`config.mk`:
```
export PLATFORM = sky130hd
export DESIGN_NAME = sa_out_port_alloc
export DESIGN_NICKNAME = d
export VERILOG_FILES = /design/src/rtl/sa_out_port_alloc.sv
export SDC_FILE = /design/constraint.sdc
export NUM_CORES = 1
export LEC_CHECK = 0
export ABC_AREA = 1
export CAP_MARGIN = 10
export CORE_MARGIN = 10
export CORE_UTILIZATION = 38
export DETAILED_ROUTE_END_ITERATION = 6
export PLACE_DENSITY = 0.8
export REMOVE_ABC_BUFFERS = 1
export SKIP_LAST_GASP = 1
export SLEW_MARGIN = 15
export SYNTH_ARGS = -nofsm -noshare
export SYNTH_HDL_FRONTEND = slang
export SYNTH_SLANG_ARGS = --single-unit
```
`constraint.sdc`:
```
create_clock -name rc_clk -period 4.1 [get_ports rc_clk]
set_input_delay 0.41 -clock rc_clk [delete_from_list [all_inputs] [get_ports rc_clk]]
set_output_delay 0.41 -clock rc_clk [all_outputs]
set_load 0.01 [all_outputs]
```
`src/rtl/sa_out_port_alloc.sv`:
```
// Output-port switch allocator: round-robin grant, wormhole lock,
// one-deep output register with valid/ready and congestion count.
module sa_out_port_alloc #(
    parameter int          NUM_IN    = 5,
    parameter int          DATASIZE  = 40,
    parameter logic [3:0]  PORT_CODE = 4'b1000,
    parameter int          WIDTH     = 3
) (
    input  logic                         rc_clk,
    input  logic                         rst_n,
    input  logic [4*NUM_IN-1:0]          req_dir_in,
    input  logic [DATASIZE*NUM_IN-1:0]   req_data_in,
    output logic [NUM_IN-1:0]            grant_out,
    output logic [DATASIZE-1:0]          data_out,
    output logic                         valid_out,
    input  logic                         ready_in,
    output logic [WIDTH:0]               pressure_out
);

    localparam int PW   = (NUM_IN > 1) ? $clog2(NUM_IN) : 1;
    localparam int PMAX = (1 << (WIDTH + 1)) - 1;

    typedef enum logic {IDLE = 1'b0, LOCKED = 1'b1} state_t;

    state_t                state_q, state_d;
    logic [PW-1:0]         rr_q, rr_d;
    logic [PW-1:0]         owner_q, owner_d;
    logic [NUM_IN-1:0]     grant_q, grant_d;
    logic [DATASIZE-1:0]   data_q, data_d;
    logic                  valid_q, valid_d;
    logic [WIDTH:0]        pres_q, pres_d;

    logic [NUM_IN-1:0]     req;
    logic                  slot_ok;
    logic                  win_found;
    logic [PW-1:0]         win_idx;
    logic                  take;
    logic [PW-1:0]         sel_idx;
    logic [DATASIZE-1:0]   sel_flit;
    logic [1:0]            sel_type;

    // decode per-input requests for this output
    always_comb begin
        req = '0;
        for (int i = 0; i < NUM_IN; i++) begin
            req[i] = (req_dir_in[4*i +: 4] == PORT_CODE);
        end
    end

    assign slot_ok = !valid_q || ready_in;

    // round-robin search starting at rr pointer
    always_comb begin
        int idx;
        win_found = 1'b0;
        win_idx   = '0;
        idx       = 0;
        for (int k = 0; k < NUM_IN; k++) begin
            idx = (int'(rr_q) + k) % NUM_IN;
            if (!win_found && req[idx]) begin
                win_found = 1'b1;
                win_idx   = PW'(idx);
            end
        end
    end

    // pick the granted input: any winner when idle, only the owner when locked
    always_comb begin
        take    = 1'b0;
        sel_idx = win_idx;
        if (state_q == LOCKED) begin
            sel_idx = owner_q;
            take    = slot_ok && req[owner_q];
        end else begin
            take    = slot_ok && win_found;
        end
    end

    assign sel_flit = req_data_in[int'(sel_idx)*DATASIZE +: DATASIZE];
    assign sel_type = sel_flit[1:0];

    // state register
    always_ff @(posedge rc_clk or negedge rst_n) begin
        if (!rst_n) state_q <= IDLE;
        else        state_q <= state_d;
    end

    // next-state: lock on head, release on tail
    always_comb begin
        state_d = state_q;
        unique case (state_q)
            IDLE:   if (take && sel_type == 2'b01) state_d = LOCKED;
            LOCKED: if (take && sel_type == 2'b10) state_d = IDLE;
            default: state_d = IDLE;
        endcase
    end

    // next values of output register, pointer, owner and pressure
    always_comb begin
        int cnt;
        grant_d = '0;
        data_d  = data_q;
        valid_d = ready_in ? 1'b0 : valid_q;
        rr_d    = rr_q;
        owner_d = owner_q;
        cnt     = int'(valid_q);
        if (take) begin
            grant_d[sel_idx] = 1'b1;
            data_d           = sel_flit;
            valid_d          = 1'b1;
        end
        if (take && state_q == IDLE) begin
            if (int'(win_idx) == NUM_IN - 1) rr_d = '0;
            else                             rr_d = win_idx + PW'(1);
            if (sel_type == 2'b01) owner_d = win_idx;
        end
        for (int i = 0; i < NUM_IN; i++) begin
            cnt = cnt + int'(req[i]);
        end
        if (cnt > PMAX) cnt = PMAX;
        pres_d = (WIDTH+1)'(cnt);
    end

    // datapath and control registers
    always_ff @(posedge rc_clk or negedge rst_n) begin
        if (!rst_n) begin
            rr_q    <= '0;
            owner_q <= '0;
            grant_q <= '0;
            data_q  <= '0;
            valid_q <= 1'b0;
            pres_q  <= '0;
        end else begin
            rr_q    <= rr_d;
            owner_q <= owner_d;
            grant_q <= grant_d;
            data_q  <= data_d;
            valid_q <= valid_d;
            pres_q  <= pres_d;
        end
    end

    assign grant_out    = grant_q;
    assign data_out     = data_q;
    assign valid_out    = valid_q;
    assign pressure_out = pres_q;

endmodule

```
=== After elaboration in Yosys (flattened, before gate mapping) ===
Cells that the tools add are included.

* Input bits: 223
* Output and inout bits: 50
* Bits in registers: 57
* Word-level logic and storage cells: 99

* Reductions and logical operators: 18
* Div/mod/pow operators: 5
* Shifts and indexed selects: 1
* Bitwise operators: 1
* Equality and inequality tests: 8
* Muxes and demuxes: 39
* Multipliers: 1
* $add $sub $neg: 10
* $lt $le $gt $ge: 9

{| class="wikitable"
|+ Operator list
! cell !! number
|-
| variable part select 200 x 10 -> 40 bit || 1
|-
| < comparator 32 x 5 -> 1 bit, second input constant || 5
|-
| modulo 32 x 4 -> 32 bit, second input constant || 4
|-
| modulo 4 x 4 -> 32 bit, second input constant || 1
|-
| 2-to-1 mux 1 bit || 22
|-
| 2-to-1 mux 3 bit || 7
|-
| == test 4 bit, second input constant || 5
|-
| binary-select mux 1 bit (select 3 bit) || 6
|-
| logical AND 1 bit || 10
|-
| adder 3 x 2 -> 4 bit, second input constant || 2
|-
| < comparator 3 x 4 -> 1 bit, second input constant || 2
|-
| adder 5 x 1 -> 6 bit || 1
|-
| greater-than comparator 6 x 4 -> 1 bit, second input constant || 1
|-
| multiplier 3 x 3 -> 6 bit, second input constant || 1
|-
| adder 4 x 1 -> 5 bit || 1
|-
| zero test 1 bit || 5
|-
| 2-to-1 mux 5 bit || 1
|-
| adder 3 x 1 -> 4 bit || 1
|-
| adder 3 x 1 -> 4 bit, second input constant || 1
|-
| adder 3 x 3 -> 4 bit, second input constant || 1
|-
| 2-to-1 mux 4 bit || 1
|-
| adder 2 x 1 -> 3 bit || 1
|-
| adder 3 x 1 -> 3 bit, second input constant || 1
|-
| demux 1 bit (select 3 bit) || 1
|-
| other kinds (10) || 10
|}

=== Depth between registers and ports, before layout ===
* Depth after elaboration: 24
* Mapped depth: 36
* Depth with buffers taken out: 35

=== Worst setup path before layout ===
Ideal clock, no wire load.

* Path kind: register -> register
* From: register rr_q[0]
* To: register owner_q[1]
* Path slack: -0.314 ns
* Period minus slack after synthesis: 4.414 ns
* Buffers on the path: 2
* Cell stages (with the launch flop): 34
* Required time: 3.983 ns
* Library setup time: 0.117 ns
* Data arrival time: 4.296 ns
* Path through: dfrtp_1 > buf_4 > inv_1 > ha_1 > clkinv_1 > ha_1 > nor2_1 > nand3_1 > nand2_1 > xor2_1 > ha_1 > inv_1 > or2_2 > nand3_1 > nand2_1 > nand2_1 > nand2_1 > inv_1 > nand3_1 > nand3_1 > nand2_1 > inv_1 > nand3_1 > inv_2 > nand2_2 > nand3_4 > nand2_4 > buf_8 > nand3_2 > nand2_1 > nor2_4 > nand3_2 > nand2_1 > nand2_1

* Word-level cells in the longest chain between the ends: 22
* Elaborated cells on any way between the ends: 50
* Classes of those cells: add/sub (4); mul (1); div (5); eq/ne (1); shift (1); mux (27); reduce/logical (11)

{| class="wikitable"
|+ RTL lines
! what !! line !! text
|-
| start: declaration || 26 || <nowiki>logic [PW-1:0] rr_q, rr_d;</nowiki>
|-
| start signal: assignment || 134 || <nowiki>rr_q <= rr_d;</nowiki>
|-
| parallel branches: the longest is 22 deep, another holds modulo 32 x 4 -> 32 bit || -- ||
|-
| end signal: assignment || 135 || <nowiki>owner_q <= owner_d;</nowiki>
|-
| end: declaration || 27 || <nowiki>logic [PW-1:0] owner_q, owner_d;</nowiki>
|}

Parallel ways; which one is timed is not known. The select of a mux whose other input is x is not followed.
A chain may end at the register's enable or synchronous reset.

=== Final worst setup path ===
* From: register rr_q[1]
* To: register data_q[14], in the netlist data_out[14]

* Word-level cells in the longest chain between the ends: 20
* Elaborated cells on any way between the ends: 47
* Classes of those cells: add/sub (4); mul (1); div (5); shift (1); mux (27); reduce/logical (9)

{| class="wikitable"
|+ RTL lines
! what !! line !! text
|-
| parallel branches: the longest is 20 deep, another holds modulo 32 x 4 -> 32 bit || -- ||
|-
| end signal: assignment || 137 || <nowiki>data_q <= data_d;</nowiki>
|-
| end: declaration || 29 || <nowiki>logic [DATASIZE-1:0] data_q, data_d;</nowiki>
|}

Parallel ways; which one is timed is not known. The select of a mux whose other input is x is not followed.

==> results.py <==
metrics = {
    "yosys": {
        "synth_top_family_by_area": "simple AND/OR/NAND/NOR gates",
        "synth_area_leaders": "dfrtp_1, nand2_1, nand3_1",
        "async_flop_share_pct": 100,
        "yosys_warnings": 0,
        "synth_most_common_cell": "nand2_1",
        "synth_ff_type": "dfrtp_1",
        "synth_cell_types": 45,
        "yosys_register_bits": 56,
        "yosysSeqAreaShare_pct": 24.9,
        "synthesis.area_mm2": 0.00564,
        "syn_avg_cell_area_um2": 6.31,
        "synth_compound_area_share_pct": 9.43,
        "synth_xor_area_share_pct": 0.910,
        "synth_fa_ha_area_share_pct": 6.97,
        "yosys.area.top_type_share_pct": 24.9,
        "synth_common_cells": "nand2_1, nand3_1, inv_1",
        "synth-simple-area-share_pct": 47.3,
        "syn_inst": 893,
        "synth.area.mux_share_pct": 0.178,
        "synth_edf_count": 0,
        "yosysTopAreaCell": "dfrtp_1",
    },
    "floorplan": {
        "ios": 273,
        "dieArea_mm2": 0.0201,
        "num_rows": 44,
        "die_x_um": 142,
        "initial_utilization_pct": 38.8,
        "fp.coreArea_mm2": 0.0145,
        "die_h_um": 142,
    },
    "cells_and_area": {
        "nNetsFinal": 1479,
        "regArea_mm2": 0.00140,
        "final_cell_area_mm2": 0.0103,
        "layout-drive-gt1-share_pct": 22.0,
        "n_fill_cell": 1170,
        "synthToLayoutAreaGrowth_pct": 82.9,
        "multiInputGateArea_mm2": 0.00428,
    },
    "timing": {
        "tightest_slew_ns": 1.01,
        "fin_tns_setup_ns": -1.99,
        "fmax_mhz": 234,
        "grt_setup_unrepaired": "yes",
        "hold_violations": 0,
        "setup_slack_ns": -0.165,
        "holdWs_ns": 0.205,
        "skew_ns": 0.0108,
        "min_period_ns": 4.26,
        "fin_crit_sh_pct": 104,
        "max_slew_margin_pct": 32.1,
        "drv_slew": 0,
        "finalSetupViolations": 32,
    },
    "cts": {
        "cts.sinks": 56,
        "htreeDepth": 2,
        "clock_tree.buffer_depth": 2,
        "cts_buffers": 5,
        "cts.clk_slew.worst_paths_ns": 0.07,
        "cts_tree": "yes",
        "clk_latency_ns": 0.31,
        "clockRootBuffer": "clkbuf_16",
        "cts_hold_buf": 0,
    },
    "critical_path": {
        "crit_path_start": "rr_q[1]$_DFFE_PN0P_",
        "r2r_start": "rr_q[1]$_DFFE_PN0P_",
        "end_kind": "flop",
        "worstPathRequired_ns": 4.29,
        "crit_top_cell": "nand2_4",
        "crit_fanout": 14,
        "critPathLaunchType": "flop",
        "r2r_cells": 34,
        "slowest_stage": "dfrtp_1",
        "reg2reg_slack_ns": -0.16,
        "cp.arrival_ns": 4.46,
        "slowest_delay_ns": 0.39,
        "path_class": "flop to flop",
        "r2r_end": "data_out[14]$_DFFE_PN0P_",
    },
    "drt": {
        "wl_um": 28200,
        "routedWlPerCell_um": 20.0,
        "drt_iter0_drc": 459,
        "postRouteAntennaNets": 0,
        "vias": 7712,
        "avgViaCountPerCell": 5.45,
        "drcViolationCount": 0,
        "first_pass_iters": 5,
    },
    "run": {
        "max_cap_viol_count": 0,
    },
    "placed_design": {
        "port_buffers": 271,
        "post_dp_cell_area_mm2": 0.00878,
        "dp_hpwl_um": 19200,
        "post-place-ws_ns": -0.278,
        "place_congestion": 0.915,
    },
    "grt": {
        "grt_pass1_vias": 7128,
        "antenna_found_initial": 2,
        "grt_pass1_wl_um": 38500,
        "grt_max_degree": 56,
        "grtUsageTotal_pct": 23.8,
        "overflow": 0,
    },
    "hold_path": {
        "hold_path.class": "input port to async pin",
    },
    "outcome": {
        "violations": "negative setup slack",
        "status": "finished, violations left",
    },
}
sequential cells by signal, indices dropped and copies added, names as in the netlist:
name	count
data_out	40
grant_out	5
owner_q	3
pressure_out	3
rr_q	3
state_q	1
valid_out	1
cells by family (layout without fill, tap and decap cells):
kind of cell               after synthesis  count (layout)
adders and majority gates               29              29
AOI/OAI and AO/OA                       88              88
xor gates and xnor gates                 5               5
DFF                                     56              56
and+or+nand+nor                        590             590
buffers and inverters                  123             458
other                                    1               3
muxes                                    1               1
repair_timing:
action | CTS | global route
endpoints found under the setup margin | 50 | 52
pin swaps | 21 | 65
setup buffers | 17 | 26
gates resized for setup | 54 | 134
cloned | 4 | 12
layer usage:
| metal | GRT usage, % | share of wire (%) | vias to the layer above |
|---|---|---|---|
| met5 | 0 | 0 | - |
| met4 | 6.78 | 4.1 | 0 |
| met3 | 7.38 | 11 | 104 |
| met2 | 41.3 | 49 | 441 |
| met1 | 27.3 | 36 | 3543 |
| li1 | - | - | 3624 |
how the worst max path moves through the flow:
stage / to / slack, ns
floorplan: owner_q[0]$_DFFE_PN0P_ / -1.59
CTS: owner_q[2]$_DFFE_PN0P_ / -0.003
global placement: state_q$_DFF_PN0_ / -0.07
global route: data_out[14]$_DFFE_PN0P_ / -0.41
detailed placement: owner_q[2]$_DFFE_PN0P_ / -0.28
finish: data_out[14]$_DFFE_PN0P_ / -0.16
stage by stage:
step / instances / util (%)
floorplan: 843 / -
finish: 1414 / 70.9
global route: 1414 / 70.9
detailed placement: 1349 / 60.4
global placement: 1349 / 60.4
CTS: 1378 / 64.7
critical path, delay by kind of cell, from the launching register on:
family                   cells  cell delay (ns)
AND/OR/NAND/NOR             23             2.25
buffers and inverters        6             0.70
adder cells (fa/ha/maj)      3             0.55
flip-flops                   1             0.39
XOR/XNOR                     1             0.17
AO/OA/AOI/OAI                1             0.07
layout make-up:
cell class              instances  area share (%)
multi-input cells             714            41.5
flip-flops and latches         56            13.6
inverters                      73            2.77
repair buffers                377            38.4
diodes                          2          0.0485
clock buffers                   7            1.38
clock inverters                 1          0.0728
well taps                     184            2.23
layout by cell type, fill, tap and decap left out, types with 3 or more instances in the layout:
cell type,synthesis,routed
a21oi_1,38,31
a21oi_2,0,6
buf_12,0,16
buf_4,7,64
buf_6,8,14
clkbuf_16,0,14
clkdlybuf4s50_1,0,270
dfrtp_1,56,56
fa_1,4,4
ha_1,25,18
ha_2,0,4
ha_4,0,3
inv_1,64,54
inv_2,8,14
inv_4,0,4
nand2_1,324,271
nand2_2,6,43
nand2_4,3,18
nand3_1,156,135
nand3_2,5,19
nand3_4,1,8
nand4_1,35,35
nor2_1,26,21
nor2_4,3,8
nor3_1,20,5
nor3_2,0,13
o211ai_1,4,4
o21a_1,22,22
o21ai_0,14,13
o21ai_1,4,4
xor2_1,4,3
Power is not shown: default switching activity piles up to over one toggle a cycle in this logic, so the estimate is an artifact.
